--- config.mk ---
export PLATFORM = sky130hd
export DESIGN_NAME = arb_mux_n
export DESIGN_NICKNAME = d
export VERILOG_FILES = /design/src/rtl/arb_mux_n_pkg.sv /design/src/rtl/arb_mux_n_rr_arbiter.sv /design/src/rtl/arb_mux_n.sv
export SDC_FILE = /design/constraint.sdc
export NUM_CORES = 1
export LEC_CHECK = 0
export ABC_AREA = 1
export ABC_CLOCK_PERIOD_IN_PS = 3000
export CAP_MARGIN = 40
export CORE_AREA = 3 3 101 103
export CTS_CLUSTER_DIAMETER = 30
export CTS_CLUSTER_SIZE = 20
export DETAILED_ROUTE_END_ITERATION = 7
export DIE_AREA = 0 0 104 106
export PLACE_DENSITY = 0.77
export SLEW_MARGIN = 20
export SYNTH_ARGS = -nofsm -noshare
export SYNTH_HDL_FRONTEND = slang
export SYNTH_SLANG_ARGS = --single-unit
export TNS_END_PERCENT = 50
--- constraint.sdc ---
create_clock -name clk -period 3 [get_ports clk]
set_input_delay 0.9 -clock clk [delete_from_list [all_inputs] [get_ports clk]]
set_output_delay 0.9 -clock clk [all_outputs]
set_load 0.02 [all_outputs]
--- src/rtl/arb_mux_n_pkg.sv ---
// Shared constants and helpers for the round-robin stream mux and its arbiter.
// Optional skid buffer in arb_mux_n is enabled with `define ARB_MUX_SKID_EN.
package arb_mux_n_pkg;

    localparam int WORD_WIDTH_DEF = 32;
    localparam int ARB_MUX_MAX_CH = 16;

    // Channel-id width; a 1-channel id still needs one bit.
    function automatic int clog2_min1(input int n);
        int w;
        w = 1;
        while ((1 << w) < n) w++;
        return w;
    endfunction

endpackage

--- src/rtl/arb_mux_n_rr_arbiter.sv ---
// Round-robin arbiter: grants the first requester at or after rr_ptr, and moves
// the pointer to just past the winner whenever a grant is taken.
module rr_arbiter
    import arb_mux_n_pkg::*;
#(
    parameter int N_CH      = 4,
    parameter int SEL_WIDTH = clog2_min1(N_CH)
) (
    input  logic                 clk,
    input  logic                 rst_n,
    input  logic [N_CH-1:0]      req,
    input  logic                 advance,
    output logic [N_CH-1:0]      grant,
    output logic [SEL_WIDTH-1:0] grant_idx
);

    // Scan index wide enough to hold rr_ptr + offset before the modulo fold.
    localparam int IW = clog2_min1(ARB_MUX_MAX_CH) + 1;

    logic [SEL_WIDTH-1:0] rr_ptr;
    logic                 found;
    logic [IW-1:0]        idx;

    always_comb begin
        found     = 1'b0;
        grant_idx = '0;
        idx       = '0;
        for (int i = 0; i < N_CH; i++) begin
            idx = IW'(rr_ptr) + IW'(i);
            if (idx >= IW'(N_CH)) idx = idx - IW'(N_CH);
            if (!found && req[idx[SEL_WIDTH-1:0]]) begin
                found     = 1'b1;
                grant_idx = idx[SEL_WIDTH-1:0];
            end
        end
    end

    assign grant = found ? (N_CH'(1) << grant_idx) : '0;

    always_ff @(posedge clk or negedge rst_n) begin
        if (!rst_n) begin
            rr_ptr <= '0;
        end else if (advance) begin
            rr_ptr <= (grant_idx == SEL_WIDTH'(N_CH - 1)) ? '0 : grant_idx + 1'b1;
        end
    end

endmodule

--- src/rtl/arb_mux_n.sv ---
// N-channel valid/ready stream mux with round-robin fairness and a registered output.
// `define ARB_MUX_SKID_EN adds one skid slot so in_ready no longer depends on out_ready.
module arb_mux_n
    import arb_mux_n_pkg::*;
#(
    parameter int WORD_WIDTH = WORD_WIDTH_DEF,
    parameter int N_CH       = 4,
    parameter int SEL_WIDTH  = clog2_min1(N_CH)
) (
    input  logic                            clk,
    input  logic                            rst_n,
    input  logic [N_CH-1:0][WORD_WIDTH-1:0] in_data,
    input  logic [N_CH-1:0]                 in_valid,
    output logic [N_CH-1:0]                 in_ready,
    output logic [WORD_WIDTH-1:0]           out_data,
    output logic [SEL_WIDTH-1:0]            out_sel,
    output logic                            out_valid,
    input  logic                            out_ready
);

    logic [N_CH-1:0]       grant;
    logic [SEL_WIDTH-1:0]  grant_idx;
    logic [WORD_WIDTH-1:0] sel_data;
    logic                  can_load;
    logic                  in_fire;
    logic                  out_fire;

    rr_arbiter #(
        .N_CH      (N_CH),
        .SEL_WIDTH (SEL_WIDTH)
    ) u_arb (
        .clk       (clk),
        .rst_n     (rst_n),
        .req       (in_valid),
        .advance   (in_fire),
        .grant     (grant),
        .grant_idx (grant_idx)
    );

    assign sel_data = in_data[grant_idx];
    assign in_ready = grant & {N_CH{can_load}};
    assign in_fire  = |(in_ready & in_valid);
    assign out_fire = out_valid & out_ready;

`ifdef ARB_MUX_SKID_EN
    logic                  skid_valid;
    logic [WORD_WIDTH-1:0] skid_data;
    logic [SEL_WIDTH-1:0]  skid_sel;

    // Output register plus one skid slot: accept whenever the slot is free,
    // which absorbs the one word that arrives after out_ready drops.
    assign can_load = !skid_valid;

    always_ff @(posedge clk or negedge rst_n) begin
        if (!rst_n) begin
            out_valid  <= 1'b0;
            out_data   <= '0;
            out_sel    <= '0;
            skid_valid <= 1'b0;
            skid_data  <= '0;
            skid_sel   <= '0;
        end else if (out_fire) begin
            if (skid_valid) begin
                out_data   <= skid_data;
                out_sel    <= skid_sel;
                skid_valid <= 1'b0;
            end else if (in_fire) begin
                out_data <= sel_data;
                out_sel  <= grant_idx;
            end else begin
                out_valid <= 1'b0;
            end
        end else if (in_fire) begin
            if (!out_valid) begin
                out_data  <= sel_data;
                out_sel   <= grant_idx;
                out_valid <= 1'b1;
            end else begin
                skid_data  <= sel_data;
                skid_sel   <= grant_idx;
                skid_valid <= 1'b1;
            end
        end
    end
`else
    assign can_load = !out_valid || out_ready;

    always_ff @(posedge clk or negedge rst_n) begin
        if (!rst_n) begin
            out_valid <= 1'b0;
            out_data  <= '0;
            out_sel   <= '0;
        end else if (in_fire) begin
            out_data  <= sel_data;
            out_sel   <= grant_idx;
            out_valid <= 1'b1;
        end else if (out_fire) begin
            out_valid <= 1'b0;
        end
    end
`endif

endmodule

# ---- After elaboration in Yosys (flattened, before gate mapping)
# Cells that the tools add are included.
dict set report classes {
  order_cmp 9
  n_eq_ne 1
  addsub 8
  n_reduce_logical 10
  n_bitwise 3
  muxes 26
  shifts 1
}
# op n
set ops {}
lappend ops {{$bmux W32 S2} 1}
lappend ops {{$mux W32} 1}
lappend ops {{$mux W2} 9}
lappend ops {{$lt A2 B3 Y1 const B} 5}
lappend ops {{$mux W1} 10}
lappend ops {{$ge A3 B3 Y1 const B} 3}
lappend ops {{$and A4 B4 Y4} 2}
lappend ops {{$bmux W1 S2} 4}
lappend ops {{$sub A2 B1 Y2 const B} 4}
lappend ops {{$add A2 B2 Y3 const B} 2}
lappend ops {{$logic_not A1 Y1} 4}
lappend ops {{$mux W4} 1}
lappend ops {{$reduce_or A4 Y1} 1}
lappend ops {{$shl A1 B2 Y4 const A} 1}
lappend ops {{$add A2 B1 Y3 const B} 1}
lappend ops {{$ge A2 B3 Y1 const B} 1}
lappend ops {{$logic_and A1 B1 Y1} 3}
lappend ops {{$add A2 B1 Y2 const B} 1}
lappend ops {{$eq A2 B2 Y1 const B} 1}
lappend ops {{$reduce_bool A2 Y1} 1}
lappend ops {{$and A1 B1 Y1} 1}
lappend ops {{$logic_or A1 B1 Y1} 1}
dict set report totals {
  elab_cells 62
  inputBits 135
  regBits 37
  out_inout_bits 39
}

# ---- Longest topological paths before layout
dict set report logic_depth {
  ltp_word 20
  depth_mapped 19
  depth_no_buf 18
}

# ---- By module
# A second synthesis with hierarchy kept.
dict set report hier_totals {
  hier_cells 494
  hier_area_um2 3175.5
}
# module instances cells_each area_per_inst_um2 seq_area_each_um2
set by_module_without_submodules {}
lappend by_module_without_submodules {arb_mux_n 1 412 2711.4 875.8}
lappend by_module_without_submodules {rr_arbiter 1 82 464.2 50.0}

# ---- Worst setup path before layout
# OpenSTA, ideal clock, no wires.
dict set report synth_path {
  path_kind {input to output}
  from {input in_valid[3]}
  to {output in_ready[3]}
  n_path_buf 1
  cell_stages 11
  required_ps 2100
  arrival_time_ps 2325
  slack_ps -225
  cell_sequence {inv_1 > nand2_1 > nand3_2 > nand2_1 > nor2_2 > nand3_1 > nand3_2 > buf_2 > ha_1 > inv_1 > nor2_1}
}
dict set report synth_between {
  elab_chain_len 15
  word_cells_on_any_way 25
  cone_classes {1 x shift; 17 x mux; 1 x bitwise; 6 x reduce/logical}
}
# element line_no
set synth_lines {}
lappend synth_lines {{from (decl)} arb_mux_n.sv:13} ;# input logic [N_CH-1:0] in_valid,
lappend synth_lines {{$bmux W1 S2} arb_mux_n_rr_arbiter.sv:31} ;# if (!found && req[idx[SEL_WIDTH-1:0]]) begin
lappend synth_lines {{$mux W1 (not written as such)} arb_mux_n_rr_arbiter.sv:31}
lappend synth_lines {{$mux W1} arb_mux_n_rr_arbiter.sv:31}
lappend synth_lines {{$logic_not A1 Y1} arb_mux_n_rr_arbiter.sv:31}
lappend synth_lines {{$logic_and A1 B1 Y1} arb_mux_n_rr_arbiter.sv:31}
lappend synth_lines {{$mux W1} arb_mux_n_rr_arbiter.sv:31}
lappend synth_lines {{$logic_not A1 Y1} arb_mux_n_rr_arbiter.sv:31}
lappend synth_lines {{$logic_and A1 B1 Y1} arb_mux_n_rr_arbiter.sv:31}
lappend synth_lines {{$mux W1} arb_mux_n_rr_arbiter.sv:31}
lappend synth_lines {{$logic_not A1 Y1} arb_mux_n_rr_arbiter.sv:31}
lappend synth_lines {{$logic_and A1 B1 Y1} arb_mux_n_rr_arbiter.sv:31}
lappend synth_lines {{$mux W2} arb_mux_n_rr_arbiter.sv:31}
lappend synth_lines {{$shl A1 B2 Y4} arb_mux_n_rr_arbiter.sv:38} ;# assign grant = found ? (N_CH'(1) << grant_idx) : '0;
lappend synth_lines {{$mux W4 (*)} arb_mux_n_rr_arbiter.sv:38}
lappend synth_lines {{$and A4 B4 Y4 (*)} arb_mux_n.sv:41} ;# assign in_ready = grant & {N_CH{can_load}};
lappend synth_lines {{to (decl)} arb_mux_n.sv:14} ;# output logic [N_CH-1:0] in_ready,
# Mark *: on every way between the ends. The rest lies on a longest branch, timed or not. The select of a mux whose other input is x is not followed.

# ---- Worst setup path after layout
dict set report layout_path {
  from {input in_valid[2]}
  to {output in_ready[3]}
}
# The elaborated chain is that of the path after synthesis.

==> results.sh <==
export IMPL_status="finished with violations"
export IMPL_violations="negative setup slack"
export IMPL_slowest_delay_ns=0.15
export IMPL_track_usage_pct=23.4
export IMPL_path_class="input port to output pin"
export IMPL_grt_pass1_wl_um=21700
export IMPL_report_final_slew_viol_count=0
export IMPL_rsz0062_at_grt="true"
export IMPL_routedWlPerCell_um=15.0
export IMPL_ys_types=23
export IMPL_relSlewSlack_pct=57.2
export IMPL_cts_htree_levels=2
export IMPL_clock_skew_ns=0.00508
export IMPL_required_ns=2.10
export IMPL_synthToLayoutAreaGrowth_pct=73.5
export IMPL_clock_sinks=37
export IMPL_synth_area_um2=3440
export IMPL_vias=4607
export IMPL_yosys_area_top_type="nand2_1"
export IMPL_drive_gt1_share_pct=16.7
export IMPL_dpl_hpwl_um=9740
export IMPL_cts_tree="yes"
export IMPL_min_path_type="register to register"
export IMPL_syn_avg_cell_area_um2=5.80
export IMPL_gp_congestion=0.951
export IMPL_n_antenna_cell=0
export IMPL_root_buffer="clkbuf_8"
export IMPL_synth_fp_nets=730
export IMPL_io_pins=174
export IMPL_crit_slowest_cell="ha_4"
export IMPL_fin_util_pct=64.4
export IMPL_grt_pass1_vias=4454
export IMPL_setup_viol=4
export IMPL_floorplan_initialDensity_pct=37.1
export IMPL_worstMarginPinSlew_ns=0.643
export IMPL_die_h_um=106
export IMPL_dieWidth_um=104
export IMPL_rows=35
export IMPL_post_route_drc_count=0
export IMPL_final_common_cell="nand2_1"
export IMPL_start_kind="input port"
export IMPL_die_area_um2=11000
export IMPL_fmax_ghz=0.325
export IMPL_via_per_inst=5.05
export IMPL_yosysWarnings=0
export IMPL_hold_viol=0
export IMPL_grt_max_degree=65
export IMPL_clock_latency_ns=0.29
export IMPL_cp_arrival_ns=2.18
export IMPL_clk_transition_reported_paths_ns=0.07
export IMPL_placeableCoreArea_um2=9280
export IMPL_mostFrequentLayoutCells="nand2_1 (243), clkdlybuf4s50_1 (164), inv_1 (70)"
export IMPL_setup_slack_ns=-0.0801
export IMPL_period_needed_ns=3.08
export IMPL_synthTopCellsByArea="nand2_1 (29%), dfrtp_1 (27%), nand4_1 (12%)"
export IMPL_gr_total_overflow=0
export IMPL_nets=919
export IMPL_drt_first_pass_iters=5
export IMPL_routed_wl_um=13700
export IMPL_synth_seq_area_share_pct=26.9
export IMPL_worstPathMaxFanout=3
export IMPL_port_buffers=173
export IMPL_fin_crit_sh_pct=103
export IMPL_yosysTopAreaCellShare_pct=28.9
export IMPL_critPathCaptureType="output pin"
export IMPL_cap_violations=0
export IMPL_drt_iter0_drc=180
export IMPL_ant_nets=0
export IMPL_antenna_found_initial=0
export IMPL_syn_inst=594
export IMPL_crit_chain="buf_6, inv_4, nand2_2, nand3_4, buf_4, buf_4, o21ai_0, nand2_1, nand3_4, ha_4, inv_2, nor2_4, buf_6"
export IMPL_ctsHoldBuffers=0
export IMPL_ys_ff_latch=37
export IMPL_numCtsBuffers=5
export IMPL_cts_max_path_buffers=2
[stage by stage]
step	cell area, um2	setup WS (ns)	hold WS (ns)	setup TNS, ns	instances
finish	5980	-0.0801	0.479	-0.183	913
global route	5980	-0.115	0.514	-0.371	913
CTS	5710	-0.0745	0.483	-0.132	900
detailed placement	5480	-1.01	0.464	-16.01	891
global placement	5450	-0.922	0.462	-11.94	890
floorplan	3450	0.00521	0.562	0	594
[cells by family after synthesis]
kind of cell	after synthesis	synth area share [%]
flip-flops	37	26.9
buffers and inverters	126	15.7
AND/OR/NAND/NOR	393	51.7
AO/OA/AOI/OAI	37	5.41
adder cells (fa/ha/maj)	1	0.363
[final cells by class]
type	count	area [um2]
Sequential cell	37	927
Multi-Input combinational cell	431	2230
Timing Repair inverter	1	5.00
Timing Repair Buffer	225	2220
Fill cell	828	3310
Clock inverter	1	5.00
Tap cell	129	161
Inverter	82	330
Clock buffer	7	96.3
[synthesized netlist by cell type, drive strengths merged]
cell	instances
a21oi	1
a31oi	1
and2	1
buf	35
clkbuf	9
dfrtp	37
ha	1
inv	82
nand2	272
nand3	46
nand4	65
nor2	9
o21ai	35
[metal layers]
metal	vias up	share of wire, %	global-route usage, %
met5	-	0	0
li1	2258	-	-
met1	2084	40	28.3
met4	0	3.1	6.84
met3	34	7.7	5.04
met2	231	49	41.9
[what timing repair did]
| item | in CTS | in global routing |
|---|---|---|
| gates resized for setup | 75 | 47 |
| gates cloned | 0 | 1 |
| setup endpoints to repair | 40 | 4 |
| hold endpoints to repair | 0 | 0 |
| setup buffers | 2 | 12 |
| pin swaps | 18 | 23 |
[worst max-delay path, delay by kind of cell]
kind	cells	cell delay [ns]
buffers and inverters	6	0.54
AND/OR/NAND/NOR	5	0.50
adder cells (fa/ha/maj)	1	0.15
AO/OA/AOI/OAI	1	0.08
[registers in the layout, summed over array words and instances, names as in the netlist]
name	cells
u_arb.rr_ptr	2
out_data	32
out_valid	1
out_sel	2
[path summary, 6_finish.rpt]
kind	startpoint	cells past startpoint	end	slack [ns]
max	in_valid[2]	13	in_ready[3]	-0.08
min	out_data[11]	2	out_data[11]	0.48
max reg2reg	u_arb.rr_ptr[0]	17	out_data[3]	0.31
min reg2reg	out_data[11]	2	out_data[11]	0.48
max in group asynchronous	rst_n	2	u_arb.rr_ptr[0]	2.00
min in group asynchronous	rst_n	1	out_data[13]	0.53
Power is left out: the tool's default activity adds up to more than one toggle a clock period on the data nets, which glitch-free logic cannot reach.
